[config.mk]
export PLATFORM = sky130hd
export DESIGN_NAME = tbuf_fill_ctrl
export DESIGN_NICKNAME = d
export VERILOG_FILES = /design/src/rtl/tbuf_fill_ctrl.sv
export SDC_FILE = /design/constraint.sdc
export NUM_CORES = 1
export LEC_CHECK = 0
export BUFFER_PORTS_ARGS = -buffer_cell sky130_fd_sc_hd__buf_2
export CAP_MARGIN = 10
export CELL_PAD_IN_SITES_DETAIL_PLACEMENT = 1
export CELL_PAD_IN_SITES_GLOBAL_PLACEMENT = 2
export CORE_UTILIZATION = 30
export DETAILED_ROUTE_END_ITERATION = 8
export PLACE_DENSITY_LB_ADDON = 0.1
export SLEW_MARGIN = 30
export SYNTH_ARGS = -nofsm -noshare
export SYNTH_HDL_FRONTEND = slang
export SYNTH_SLANG_ARGS = --single-unit
[constraint.sdc]
create_clock -name clk -period 2.46 [get_ports clk]
set_clock_uncertainty 0.05 [all_clocks]
set_input_delay 0.246 -clock clk [delete_from_list [all_inputs] [get_ports clk]]
set_output_delay 0.246 -clock clk [all_outputs]
set_load 0.05 [all_outputs]
[src/rtl/tbuf_fill_ctrl.sv]
// Translation-buffer fill controller.
// Arbitrates two lookup miss ports, issues one memory fill at a time,
// waits for the response and allocates the result into the buffer CAM.
// A fill is dropped when it is flushed, faults, or cannot find a free CAM entry
// within STALL_MAX cycles.
module tbuf_fill_ctrl #(
  parameter int WIDTH     = 11,
  parameter int STALL_MAX = 15
) (
  input  logic             clk,
  input  logic             rst,
  input  logic             except,
  input  logic             except_thread,
  input  logic             miss0_valid,
  input  logic [WIDTH-1:0] miss0_addr,
  input  logic             miss0_thread,
  output logic             miss0_ready,
  input  logic             miss1_valid,
  input  logic [WIDTH-1:0] miss1_addr,
  input  logic             miss1_thread,
  output logic             miss1_ready,
  output logic             mem_req_valid,
  output logic [WIDTH-1:0] mem_req_addr,
  input  logic             mem_req_ready,
  input  logic             mem_rsp_valid,
  input  logic             mem_rsp_err,
  output logic             cam_new_en,
  output logic [WIDTH-1:0] cam_new_addr,
  output logic             cam_new_thread,
  input  logic             cam_free,
  output logic             busy,
  output logic             drop
);

  localparam int CW = (STALL_MAX < 2) ? 1 : $clog2(STALL_MAX + 1);

  typedef enum logic [1:0] {IDLE, REQ, WAIT, ALLOC} state_t;

  state_t           state_q, state_d;
  logic             rr_last_q, rr_last_d;
  logic             kill_q, kill_d;
  logic [CW-1:0]    stall_cnt_q, stall_cnt_d;
  logic [WIDTH-1:0] cur_addr_q, cur_addr_d;
  logic             cur_thread_q, cur_thread_d;

  logic rdy0, rdy1, mreq, cen, drp;
  logic hit, elig0, elig1, same, gnt1;

  // Next-state and output decode; a flush only matters when its thread
  // matches the fill (or the candidate) it is compared against.
  always_comb begin
    state_d      = state_q;
    rr_last_d    = rr_last_q;
    kill_d       = kill_q;
    stall_cnt_d  = stall_cnt_q;
    cur_addr_d   = cur_addr_q;
    cur_thread_d = cur_thread_q;
    rdy0 = 1'b0;
    rdy1 = 1'b0;
    mreq = 1'b0;
    cen  = 1'b0;
    drp  = 1'b0;
    gnt1 = 1'b0;

    hit   = except & (except_thread == cur_thread_q);
    elig0 = miss0_valid & ~(except & (miss0_thread == except_thread));
    elig1 = miss1_valid & ~(except & (miss1_thread == except_thread));
    same  = (miss0_addr == miss1_addr) & (miss0_thread == miss1_thread);

    case (state_q)
      IDLE: begin
        if (elig0 | elig1) begin
          // Round-robin only when both compete; identical requests share one fill.
          gnt1         = (elig0 & elig1) ? ~rr_last_q : elig1;
          rdy0         = elig0 & (~gnt1 | (elig1 & same));
          rdy1         = elig1 & (gnt1 | (elig0 & same));
          cur_addr_d   = gnt1 ? miss1_addr : miss0_addr;
          cur_thread_d = gnt1 ? miss1_thread : miss0_thread;
          rr_last_d    = gnt1;
          kill_d       = 1'b0;
          state_d      = REQ;
        end
      end
      REQ: begin
        mreq = 1'b1;
        if (mem_req_ready) begin
          // Request already left: remember the flush and discard the response.
          kill_d  = hit;
          state_d = WAIT;
        end else if (hit) begin
          drp     = 1'b1;
          state_d = IDLE;
        end
      end
      WAIT: begin
        kill_d = kill_q | hit;
        if (mem_rsp_valid) begin
          kill_d = 1'b0;
          if (kill_q | hit | mem_rsp_err) begin
            drp     = 1'b1;
            state_d = IDLE;
          end else begin
            stall_cnt_d = '0;
            state_d     = ALLOC;
          end
        end
      end
      ALLOC: begin
        cen = cam_free & ~hit;
        if (cen) begin
          state_d = IDLE;
        end else if (hit) begin
          drp     = 1'b1;
          state_d = IDLE;
        end else if (stall_cnt_q == CW'(STALL_MAX - 1)) begin
          // This is the STALL_MAX-th cycle without a free entry.
          drp     = 1'b1;
          state_d = IDLE;
        end else begin
          stall_cnt_d = stall_cnt_q + CW'(1);
        end
      end
      default: state_d = IDLE;
    endcase
  end

  // State registers; rr_last resets to 1 so port 0 wins the first tie.
  always_ff @(posedge clk) begin
    if (rst) begin
      state_q      <= IDLE;
      rr_last_q    <= 1'b1;
      kill_q       <= 1'b0;
      stall_cnt_q  <= '0;
      cur_addr_q   <= '0;
      cur_thread_q <= 1'b0;
    end else begin
      state_q      <= state_d;
      rr_last_q    <= rr_last_d;
      kill_q       <= kill_d;
      stall_cnt_q  <= stall_cnt_d;
      cur_addr_q   <= cur_addr_d;
      cur_thread_q <= cur_thread_d;
    end
  end

  // Outputs are forced low while reset is held, even before the state flops settle.
  assign miss0_ready    = rdy0 & ~rst;
  assign miss1_ready    = rdy1 & ~rst;
  assign mem_req_valid  = mreq & ~rst;
  assign mem_req_addr   = rst ? '0 : cur_addr_q;
  assign cam_new_en     = cen & ~rst;
  assign cam_new_addr   = rst ? '0 : cur_addr_q;
  assign cam_new_thread = cur_thread_q & ~rst;
  assign busy           = (state_q != IDLE) & ~rst;
  assign drop           = drp & ~rst;

endmodule
== After elaboration in Yosys (flattened, before gate mapping) ==
Cells that the tools add are included.
Operators by class
  add/sub/neg operators: 1
  equal/unequal tests: 18
  multiplexer cells: 37
  bitwise gates (word level): 30
  reduce and logical (&&, ||, !) cells: 8
Operators by type and width (count)
  11-bit 2-to-1 mux: 2
  4-bit 2-to-1 mux: 5
  1-bit bitwise AND: 19
  1-bit 2-to-1 mux: 18
  2-bit 2-to-1 mux: 8
  2-bit inequality test, second input constant: 7
  11-bit equality test: 1
  2-bit case mux with 4 select lines: 1
  4-bit case mux with 2 select lines: 1
  1-bit inverter: 6
  1-bit case mux with 3 select lines: 2
  6-bit AND reduction: 1
  1-bit bitwise OR: 5
  4-bit by 1-bit adder with 4-bit output, second input constant: 1
  1-bit equality test: 4
  2-bit equality test, second input constant: 2
  4-bit equality test, second input constant: 1
  4-bit inequality test, second input constant: 1
  4-bit AND reduction: 1
  2-bit nonzero test: 2
  3-bit inequality test, second input constant: 1
  3-bit AND reduction: 1
  3-bit nonzero test: 1
  2-bit by 1-bit equality test with 1-bit output, second input constant: 1
  other kinds (2): 2
Word-level totals
  register bits: 20
  input port bits: 34
  output and inout port bits: 29
  logic and storage cells: 100

== Logic depth before layout (Yosys ltp) ==
Gate-level depths: netlist (run 1).
  word-level depth: 12
  mapped depth: 7
  mapped depth without buffers: 6

== Worst setup path after synthesis (run 1) ==
No wires, ideal clock.
  kind: input to output
  from: input miss1_addr[0]
  to: output miss1_ready
  arrival: 3.257 ns
  path slack: -1.093 ns
  stages: 4
  buffers on the path: 0
  path through: xor2_1 -> nor4_1 -> nand3_1 -> a2111oi_0
On the way
  longest elaborated chain between the ends: 8
RTL lines
  from (decl): line 19  | input logic [WIDTH-1:0] miss1_addr,
  11-bit equality test: line 68  | same = (miss0_addr == miss1_addr) & (miss0_thread == miss1_thread);
  1-bit bitwise AND: line 68
  1-bit bitwise AND: line 76  | rdy1 = elig1 & (gnt1 | (elig0 & same));
  1-bit bitwise OR: line 76
  1-bit bitwise AND: line 76
  1-bit 2-to-1 mux: line 72  | if (elig0 | elig1) begin
  1-bit 2-to-1 mux: line 70  | case (state_q)
  1-bit bitwise AND: line 148  | assign miss1_ready = rdy1 & ~rst;
  to (decl): line 21  | output logic miss1_ready,
No other way between the ends.

== Worst setup path in the final report (run 1) ==
  from: input miss1_addr[7]
  to: output miss1_ready
Same word-level chain as after synthesis.

==> results of run 1 <==
-- worst max path at each step --
stage	from	endpoint	slack [ps]
after floorplan	miss1_addr[0]	miss1_ready	240
after global placement	miss1_thread	miss1_ready	310
after detailed placement	miss1_addr[7]	miss1_ready	310
after CTS	miss1_addr[7]	miss1_ready	260
after global routing	cur_thread_q$_SDFFE_PP0P_	drop	120
final	miss1_addr[7]	miss1_ready	290
-- metrics by stage --
stage | utilization | hold WS, ps
final | 0.382 | 232
after global routing | 0.382 | 241
after CTS | 0.382 | 231
after detailed placement | 0.369 | 440
after global placement | 0.369 | 440
after floorplan | - | 375
-- worst reg2reg max path, delay by kind of cell (launching register included) --
kind	cells	cell delay [ps]
flip-flops	1	350
buffers and inverters	3	510
AND/OR/NAND/NOR	1	80
AO/OA/AOI/OAI	2	460
adder cells (fa/ha/maj)	1	310
-- layer usage --
metal | vias up | share of wire
met2 | 38 | 0.45
met4 | 0 | 0.0025
met1 | 842 | 0.51
met5 | - | 0
li1 | 863 | -
met3 | 2 | 0.035
-- flip-flops by register name (all words and copies together) (netlist names) --
name and flops:
cur_thread_q 1, cur_addr_q 11, state_q 2, kill_q 1
stall_cnt_q 4, rr_last_q 1
-- cells in the mapped netlist, types with 4 or more instances --
cell type	n	share of area
nand3_1	17	0.049
nor2b_1	16	0.058
xor2_1	13	0.066
ha_1	6	0.043
a311oi_1	6	0.030
nor3_1	16	0.046
a311oi_2	8	0.069
buf_4	13	0.056
inv_1	9	0.019
buf_2	6	0.017
clkbuf_1	4	0.0087
a21oi_1	4	0.012
dfxtp_1	20	0.23
nand2_1	9	0.019
o21ai_0	15	0.043
-- power by group through the flow --
| stage | logic, uW | registers [uW] | clock network [uW] |
|---|---|---|---|
| finish | 616 | 392 | 339 |
| global route | 662 | 398 | 359 |
| CTS | 622 | 393 | 345 |
| detailed placement | 621 | 401 | 0 |
| global placement | 618 | 400 | 0 |
| floorplan | 489 | 393 | 0 |
-- area by class of cell --
type / instances / area [um^2] / share of cell area
timing repair buffer: 69 / 363 / 0.171
clock buffer: 3 / 41.3 / 0.0195
tap: 72 / 90.1 / 0.0426
sequential: 20 / 400 / 0.189
clock inverter: 1 / 30.0 / 0.0142
inverter: 9 / 33.8 / 0.0160
multi-input combinational: 155 / 1160 / 0.547
-- logic make-up after synthesis --
| logic type | Yosys count | synth area share |
|---|---|---|
| adders and majority gates | 6 | 0.0433 |
| buffers and inverters | 33 | 0.108 |
| AOI/OAI and AO/OA | 60 | 0.295 |
| DFF | 20 | 0.231 |
| muxes | 1 | 0.00578 |
| xor gates and xnor gates | 15 | 0.0845 |
| and+or+nand+nor | 73 | 0.232 |
==> summary.md, run 1 <==
| Metric | Value |
|---|---|
| Status | `complete, no violations` |
| Post-cts sizing count | `0` |
| Cell count after synthesis | `208` |
| Layout filler cell count | `702` |
| Slowest cell on crit path | `nor4_1` |
| Detailed-route vias per instance | `5.30` |
| Max-cap check violation count | `0` |
| RSZ-0062 raised after global routing | `false` |
| Non-filler cells, final | `329` |
| Worst path depth | `6` |
| P_sw | `562 uW` |
| IO buf count | `62` |
| Remaining global-route overflow | `0` |
| Total negative slack | `0 ps` |
| Pin count of the biggest net entering global routing | `25` |
| Part of the power in registers | `0.291` |
| Leak pwr | `0.000884 uW` |
| Dpl cells | `325` |
| Hold path depth | `3` |
| Primary flip-flop cell chosen by synthesis mapping | `dfxtp_1` |
| Critical Path Fanout Max | `2` |
| CTS Buf Count | `3` |
| Initial core utilization | `0.313` |
| Power share of the combinational group | `0.457` |
| Post-synth EDFFs | `0` |
| Worst-path cell chain | `buf_2 -> xor2_1 -> nor4_1 -> nand3_1 -> a2111oi_2 -> buf_2` |
| First-pass GRT wire length | `8710 um` |
| Endpoints failing setup | `0` |
| Max Root-Sink Buffers | `2` |
| Nets | `298` |
| CTS Hold Buffers Added | `0` |
| Mean Syn Cell Area | `8.33 um^2` |
| Drt drc | `0` |
| RR Startpoint | `state_q[0]$_SDFFE_PP0P_` |
| Die height | `78 um` |
| F_max | `461 MHz` |
| Post-layout power | `1350 uW` |
| Die area | `6080 um^2` |
| Rows | `27` |
| Initial antenna violation count | `0` |
| Global route hottest layer | `met2` |
| Layout area overhead | `22.1%` |
| GR Util met3 | `0.0176` |
| Fin. Hold Viols | `0` |
| Commonest non-fill, non-tap cells in the layout | `buf_2 (62), dfxtp_1 (20), nand3_1 (17)` |
| Clock transition at path regs | `90 ps` |
| Crit-path leading delay family | `simple AND/OR/NAND/NOR gates` |
| Worst min-delay path category | `input pin to flip-flop` |
| P per Cell Area | `637 nW/um^2` |
| Core Area | `5540 um^2` |
| Critical path endpoint category | `output pin` |
| Placed cell areas | `2040 um^2` |
| Setup slack after layout | `291 ps` |
| Yosys reg bits | `20` |
| Post-Route WL | `5240 um` |
| Final worst path period share | `0.882` |
| CP Buf/Inv Count | `2` |
| Slew headroom | `0.602` |
| Least-Margin Pin Slew | `596 ps` |
| Hold Path End | `cur_addr_q[6]$_SDFFE_PP0P_` |
| Unique masters post-synth | `49` |
| Pins Over Slew Limit | `0` |
| Switching Fraction | `0.417` |
| Syn nets | `248` |
| Root buf cell | `clkbuf_8` |
| Met1 Track Usage GR | `0.256` |
| Antenna-violating nets left | `0` |
| CP Class | `input pin to output pin` |
| R2R Setup Slk | `610 ps` |
| WP data required | `2160 ps` |
| DP HPWL | `4070 um` |
| Seq/Total Area, Yosys | `0.231` |
| Tmin final | `2170 ps` |
| Ys async rst share | `0` |
| Startpoint Class | `input pin` |
| CP arrival | `1870 ps` |
| Diode count | `0` |
| Hold Crit Start | `miss1_addr[6]` |
| M2 GR Usage | `0.288` |
| Setup bufs post-CTS | `0` |
| Vias | `1745` |
| FF-to-FF path depth | `7` |
| Number of global-route vias before repair | `1746` |
| Gr usage total | `0.177` |
| Post-place setup slack | `306 ps` |
| Die width | `78 um` |
| Drt pass-1 iters | `4` |
| I/O pins | `63` |
| Slowest cell delay on critical path | `410 ps` |
| Later-pin clock latency in the skew report | `260 ps` |
| Peak VDD IR | `0.000271 V` |
| Cell area after layout | `2120 um^2` |
| Commonest non-fill, non-tap cell in the layout | `buf_2` |
| Most used cell, CP | `buf_2` |
| GP Congestion | `0.742` |
| Layout cells sized above 1 | `0.362` |
| Ys Warns | `0` |
| Synth Cell Area | `1730 um^2` |
| Clock power frac | `0.252` |
| Routed WL per cell | `15.9 um` |
| 1st-iter DRT viols | `60` |
| Depth of the CTS H-tree | `1` |
| Internal | `786 uW` |
| CTS tree | `done` |
| Clk sink count | `20` |
| Worst r2r dst | `cur_addr_q[7]$_SDFFE_PP0P_` |
Note: power is estimated with default switching activity, not from simulation.
==> run 2: changes to the inputs <==
- ABC_AREA: unset -> 1
- CAP_MARGIN: 10 -> unset
- CORE_UTILIZATION: 30 -> 26
==> summary.md, run 2 <==
| Metric | Value |
|---|---|
| Status | `complete, no violations` |
| Slowest cell on crit path | `dfxtp_1` |
| Most area-consuming cells after synthesis | `dfxtp_1 (24%), nand2_1 (19%), inv_1 (9.9%), nand3_1 (8.8%), buf_4 (5.7%)` |
| Fin. Hold Viols | `0` |
| CP Class | `flip-flop to output pin` |
| Max Root-Sink Buffers | `2` |
| P per Cell Area | `581 nW/um^2` |
| CP arrival | `1830 ps` |
| Max-cap check violation count | `0` |
| Slew headroom | `0.698` |
| Total negative slack | `0 ps` |
| RSZ-0062 raised after global routing | `false` |
| Setup bufs post-CTS | `0` |
| Rows | `29` |
| Least-Margin Pin Slew | `452 ps` |
| Fin util | `0.324` |
| Largest regs | `cur_addr_q (11), stall_cnt_q (4), state_q (2)` |
| Number of global-route vias before repair | `1785` |
| Diode count | `0` |
| Area of the multi-input gates | `983 um^2` |
| Routed WL per cell | `11.7 um` |
| Ys async rst share | `0` |
| Post-cts sizing count | `0` |
| CTS Hold Buffers Added | `0` |
| CP Buf/Inv Count | `4` |
| Clk sink count | `20` |
| IO buf count | `62` |
| Initial core utilization | `0.269` |
| Initial antenna violation count | `0` |
| Root buf cell | `clkbuf_8` |
| DP HPWL | `3890 um` |
| Crit-path leading delay family | `buffers and inverters` |
| WP data required | `2160 ps` |
| Synth Cell Area | `1700 um^2` |
| Gr usage total | `0.143` |
| CTS Buf Count | `3` |
| Yosys reg bits | `20` |
| Non-filler cells, final | `406` |
| Antenna-violating nets left | `0` |
| Area occupied by registers | `400 um^2` |
| Critical Path Fanout Max | `4` |
| Later-pin clock latency in the skew report | `270 ps` |
| Final worst path period share | `0.863` |
| GP Congestion | `0.736` |
| Ys Warns | `0` |
| Endpoints failing setup | `0` |
| Primary flip-flop cell chosen by synthesis mapping | `dfxtp_1` |
| Commonest non-fill, non-tap cells in the layout | `nand2_1 (86), buf_2 (62), inv_1 (45)` |
| Seq/Total Area, Yosys | `0.235` |
| Mean Syn Cell Area | `6.05 um^2` |
| Syn nets | `321` |
| Max reg flops | `11` |
| Commonest non-fill, non-tap cell in the layout | `nand2_1` |
| I/O pins | `63` |
| F_max | `471 MHz` |
| First-pass GRT wire length | `8060 um` |
| 1st-iter DRT viols | `40` |
| Yosys top cell area share | `0.235` |
| Detailed-route vias per instance | `4.36` |
| Depth of the CTS H-tree | `1` |
| Clock transition at path regs | `80 ps` |
| Top cell type by total area after synthesis | `dfxtp_1` |
| Pins Over Slew Limit | `0` |
| Die area | `6870 um^2` |
| Slowest cell delay on critical path | `350 ps` |
| Critical path endpoint category | `output pin` |
| Die height | `82.9 um` |
| Dpl cells | `402` |
| Cell count after synthesis | `281` |
| Core Area | `6310 um^2` |
| Unique masters post-synth | `27` |
| Remaining global-route overflow | `0` |
| Most used cell, CP | `inv_1` |
| Most frequent cell after synthesis | `nand2_1` |
| Vias | `1771` |
| Pin count of the biggest net entering global routing | `22` |
| Tmin final | `2120 ps` |
| Nets | `370` |
| CTS tree | `done` |
| Peak VDD IR | `0.000194 V` |
| Post-synth EDFFs | `0` |
| Drt drc | `0` |
| Drt pass-1 iters | `3` |
| Biggest register | `cur_addr_q` |
| Layout area overhead | `20.3%` |
| Die width | `82.9 um` |
| Final hold slack | `253 ps` |
| Synth top cells by count | `nand2_1 (86), inv_1 (45), nand3_1 (30)` |
| Worst-path cell chain | `inv_1 -> ha_1 -> inv_1 -> or2_2 -> nand2_1 -> inv_1 -> o22ai_1 -> o21a_1 -> buf_2` |
| Layout filler cell count | `858` |
| Worst min-delay path category | `input pin to flip-flop` |
| Leak pwr | `0.00116 uW` |
| Post-Route WL | `4760 um` |
| Startpoint Class | `flip-flop` |
| Layout cells sized above 1 | `0.255` |
==> run 2: report_power, final <==
part / leakage (uW) / internal [uW] / switching (uW)
Clock: 0.0000357 / 218 / 125
Combinational: 0.000957 / 130 / 340
Sequential: 0.000164 / 361 / 14.2
==> run 2: area by class of cell <==
cell class,count,share of cell area
Clock buffer,3,0.0202
Multi-Input combinational cell,194,0.481
Inverter,49,0.0899
Timing Repair Buffer,62,0.152
Tap cell,77,0.0471
Sequential cell,20,0.196
Clock inverter,1,0.0147
==> run 2: metrics by stage <==
step                setup WS, ps  power, uW  cell area (um^2)
floorplan                    262        765              1700
global placement             640        858              1970
detailed placement           627        861              1970
CTS                          312       1210              2050
global route                 208       1270              2050
finish                       337       1190              2050
==> run 2: kinds of logic (layout without fill, tap and decap cells) <==
family,after synthesis,after routing,synth area share
AND/OR/NAND/NOR,164,164,0.438
flip-flops,20,20,0.235
XOR/XNOR,7,7,0.0361
AO/OA/AOI/OAI,17,17,0.0603
adder cells (fa/ha/maj),6,6,0.0441
buffers and inverters,67,115,0.186
==> run 2: worst register-to-register path, delay by kind of cell (launching register included) <==
family	cells	cell delay, ps
AOI/OAI and AO/OA	3	510
and+or+nand+nor	3	270
adders and majority gates	1	350
DFF	1	390
==> run 2: path summary, 6_finish.rpt <==
check / from / endpoint / slack, ps / depth (start not counted)
max: state_q[1]$_SDFFE_PP0P_ / drop / 340 / 9
min: miss0_addr[6] / cur_addr_q[6]$_SDFFE_PP0P_ / 250 / 5
max reg2reg: state_q[1]$_SDFFE_PP0P_ / stall_cnt_q[3]$_SDFFE_PP0P_ / 830 / 7
min reg2reg: state_q[1]$_SDFFE_PP0P_ / state_q[1]$_SDFFE_PP0P_ / 470 / 2
==> run 2: routing by layer <==
layer  global-route usage  part of all wire  wire length (um)  up-vias
met3               0.0189             0.038               181        5
li1                     -                 -                 -      943
met5                    0                 0                 0        -
met1                0.171              0.48              2280      789
met4               0.0564             0.016                78        0
met2                0.256              0.47              2230       34
==> run 3: changes to the inputs <==
- CORE_ASPECT_RATIO: unset -> 1.5
==> summary.md, run 3 (synthesized netlist as in run 2, its figures left out) <==
| Metric | Value |
|---|---|
| Top sig layer | `met4` |
| Commonest non-fill, non-tap cell in the layout | `nand2_1` |
| Initial antenna violation count | `0` |
| Later-pin clock latency in the skew report | `260 ps` |
| Worst min-delay path category | `input pin to flip-flop` |
| Max reg flops | `11` |
| Rows | `35` |
| Power share of the combinational group | `0.398` |
| Slew headroom | `0.688` |
| Vias | `1805` |
| Commonest non-fill, non-tap cells in the layout | `nand2_1 (86), buf_2 (62), inv_1 (45)` |
| CP arrival | `1800 ps` |
| Remaining global-route overflow | `0` |
| 1st-iter DRT viols | `34` |
| CTS Buf Count | `3` |
| Largest regs | `cur_addr_q (11), stall_cnt_q (4), state_q (2)` |
| Die width | `68.0 um` |
| Leak pwr | `0.00116 uW` |
| Routed WL per cell | `12.3 um` |
| Layout area overhead | `20.1%` |
| RSZ-0062 raised after global routing | `false` |
| Met2 Wirelength | `2620 um` |
| Final hold slack | `253 ps` |
| Die area | `6870 um^2` |
| Biggest register | `cur_addr_q` |
| Pin count of the biggest net entering global routing | `22` |
| Post-cts sizing count | `0` |
| Endpoints failing setup | `0` |
| Peak VDD IR | `0.000202 V` |
| WP data required | `2160 ps` |
| Total negative slack | `0 ps` |
| DP HPWL | `4020 um` |
| CP Class | `flip-flop to output pin` |
| IO buf count | `62` |
| Gr usage total | `0.162` |
| Critical Path Fanout Max | `4` |
| CTS tree | `done` |
| Root buf cell | `clkbuf_8` |
| Layout cells sized above 1 | `0.255` |
| F_max | `477 MHz` |
| Fin. Hold Viols | `0` |
| Clk sink count | `20` |
| Initial core utilization | `0.273` |
| Max-cap check violation count | `0` |
| Clock power frac | `0.286` |
| Depth of the CTS H-tree | `1` |
| Number of global-route vias before repair | `1894` |
| First-pass GRT wire length | `8460 um` |
| Diode count | `0` |
| Switching Fraction | `0.404` |
| Tmin final | `2090 ps` |
| Least-Margin Pin Slew | `468 ps` |
| Nets | `370` |
| Startpoint Class | `flip-flop` |
| CTS Hold Buffers Added | `0` |
| Detailed-route vias per instance | `4.48` |
| Max Root-Sink Buffers | `2` |
| Clock transition at path regs | `80 ps` |
| Post-Route WL | `4970 um` |
| P per Cell Area | `582 nW/um^2` |
| Internal | `709 uW` |
| Setup bufs post-CTS | `0` |
| P_sw | `480 uW` |
| Status | `complete, no violations` |
| Part of the power in registers | `0.316` |
| Layout filler cell count | `855` |
| Post-layout power | `1190 uW` |
| I/O pins | `63` |
| Antenna-violating nets left | `0` |
| Final worst path period share | `0.851` |
| Critical path endpoint category | `output pin` |
| Routed wire length on met3 | `195 um` |
| Core Area | `6220 um^2` |
| GP Congestion | `0.764` |
| Drt pass-1 iters | `4` |
| Met1 WL | `2090 um` |
| Pins Over Slew Limit | `0` |
| Drt drc | `0` |
| Die height | `101 um` |
-- run 3: cell counts in the layout (fill, tap and decap cells not counted) --
Identical to the previous run, type by type.
-- run 3: final timing paths --
kind	slack (ps)	to	start	depth (start not counted)
min reg2reg	450	state_q[1]$_SDFFE_PP0P_	state_q[1]$_SDFFE_PP0P_	2
min	250	cur_addr_q[0]$_SDFFE_PP0P_	miss0_addr[0]	5
max reg2reg	810	stall_cnt_q[0]$_SDFFE_PP0P_	state_q[0]$_SDFFE_PP0P_	8
max	370	drop	state_q[1]$_SDFFE_PP0P_	9
-- run 3: area by class of cell --
| type | instances | area (um^2) | area share |
|---|---|---|---|
| clock inverter | 1 | 30.0 | 0.0147 |
| clock buffer | 3 | 41.3 | 0.0202 |
| sequential | 20 | 400 | 0.196 |
| multi-input combinational | 194 | 983 | 0.482 |
| tap | 74 | 92.6 | 0.0453 |
| inverter | 49 | 184 | 0.0901 |
| timing repair buffer | 62 | 310 | 0.152 |
-- run 3: metrics by stage --
stage           util  std cells  worst slack (ps)  cell area, um^2
5_1_grt        0.328        403               194             2040
6_report       0.328        403               365             2040
3_5_place_dp   0.317        399               639             1970
4_1_cts        0.328        403               338             2040
3_3_place_gp   0.317        399               684             1970
2_1_floorplan      -        281               262             1700
-- run 3: critical path, cell delays in order, from the launching register on --
cell and delay (ps):
dfxtp_1 340, inv_1 80, ha_1 160, inv_1 60
or2_2 280, nand2_1 60, inv_1 60, o22ai_1 120
o21a_1 140, buf_2 250
-- run 3: layer usage --
layer / vias up / track usage
met3: 4 / 0.0271
li1: 946 / -
met5: - / 0
met1: 811 / 0.177
met4: 0 / 0.0561
met2: 44 / 0.299
-- run 3: power by group through the flow --
stage                     Sequential (uW)  Clock [uW]  Combinational, uW
after CTS                             376         351                483
after floorplan                       380           0                385
after detailed placement              384           0                481
after global placement                382           0                480
final                                 376         339                473
after global routing                  381         367                533
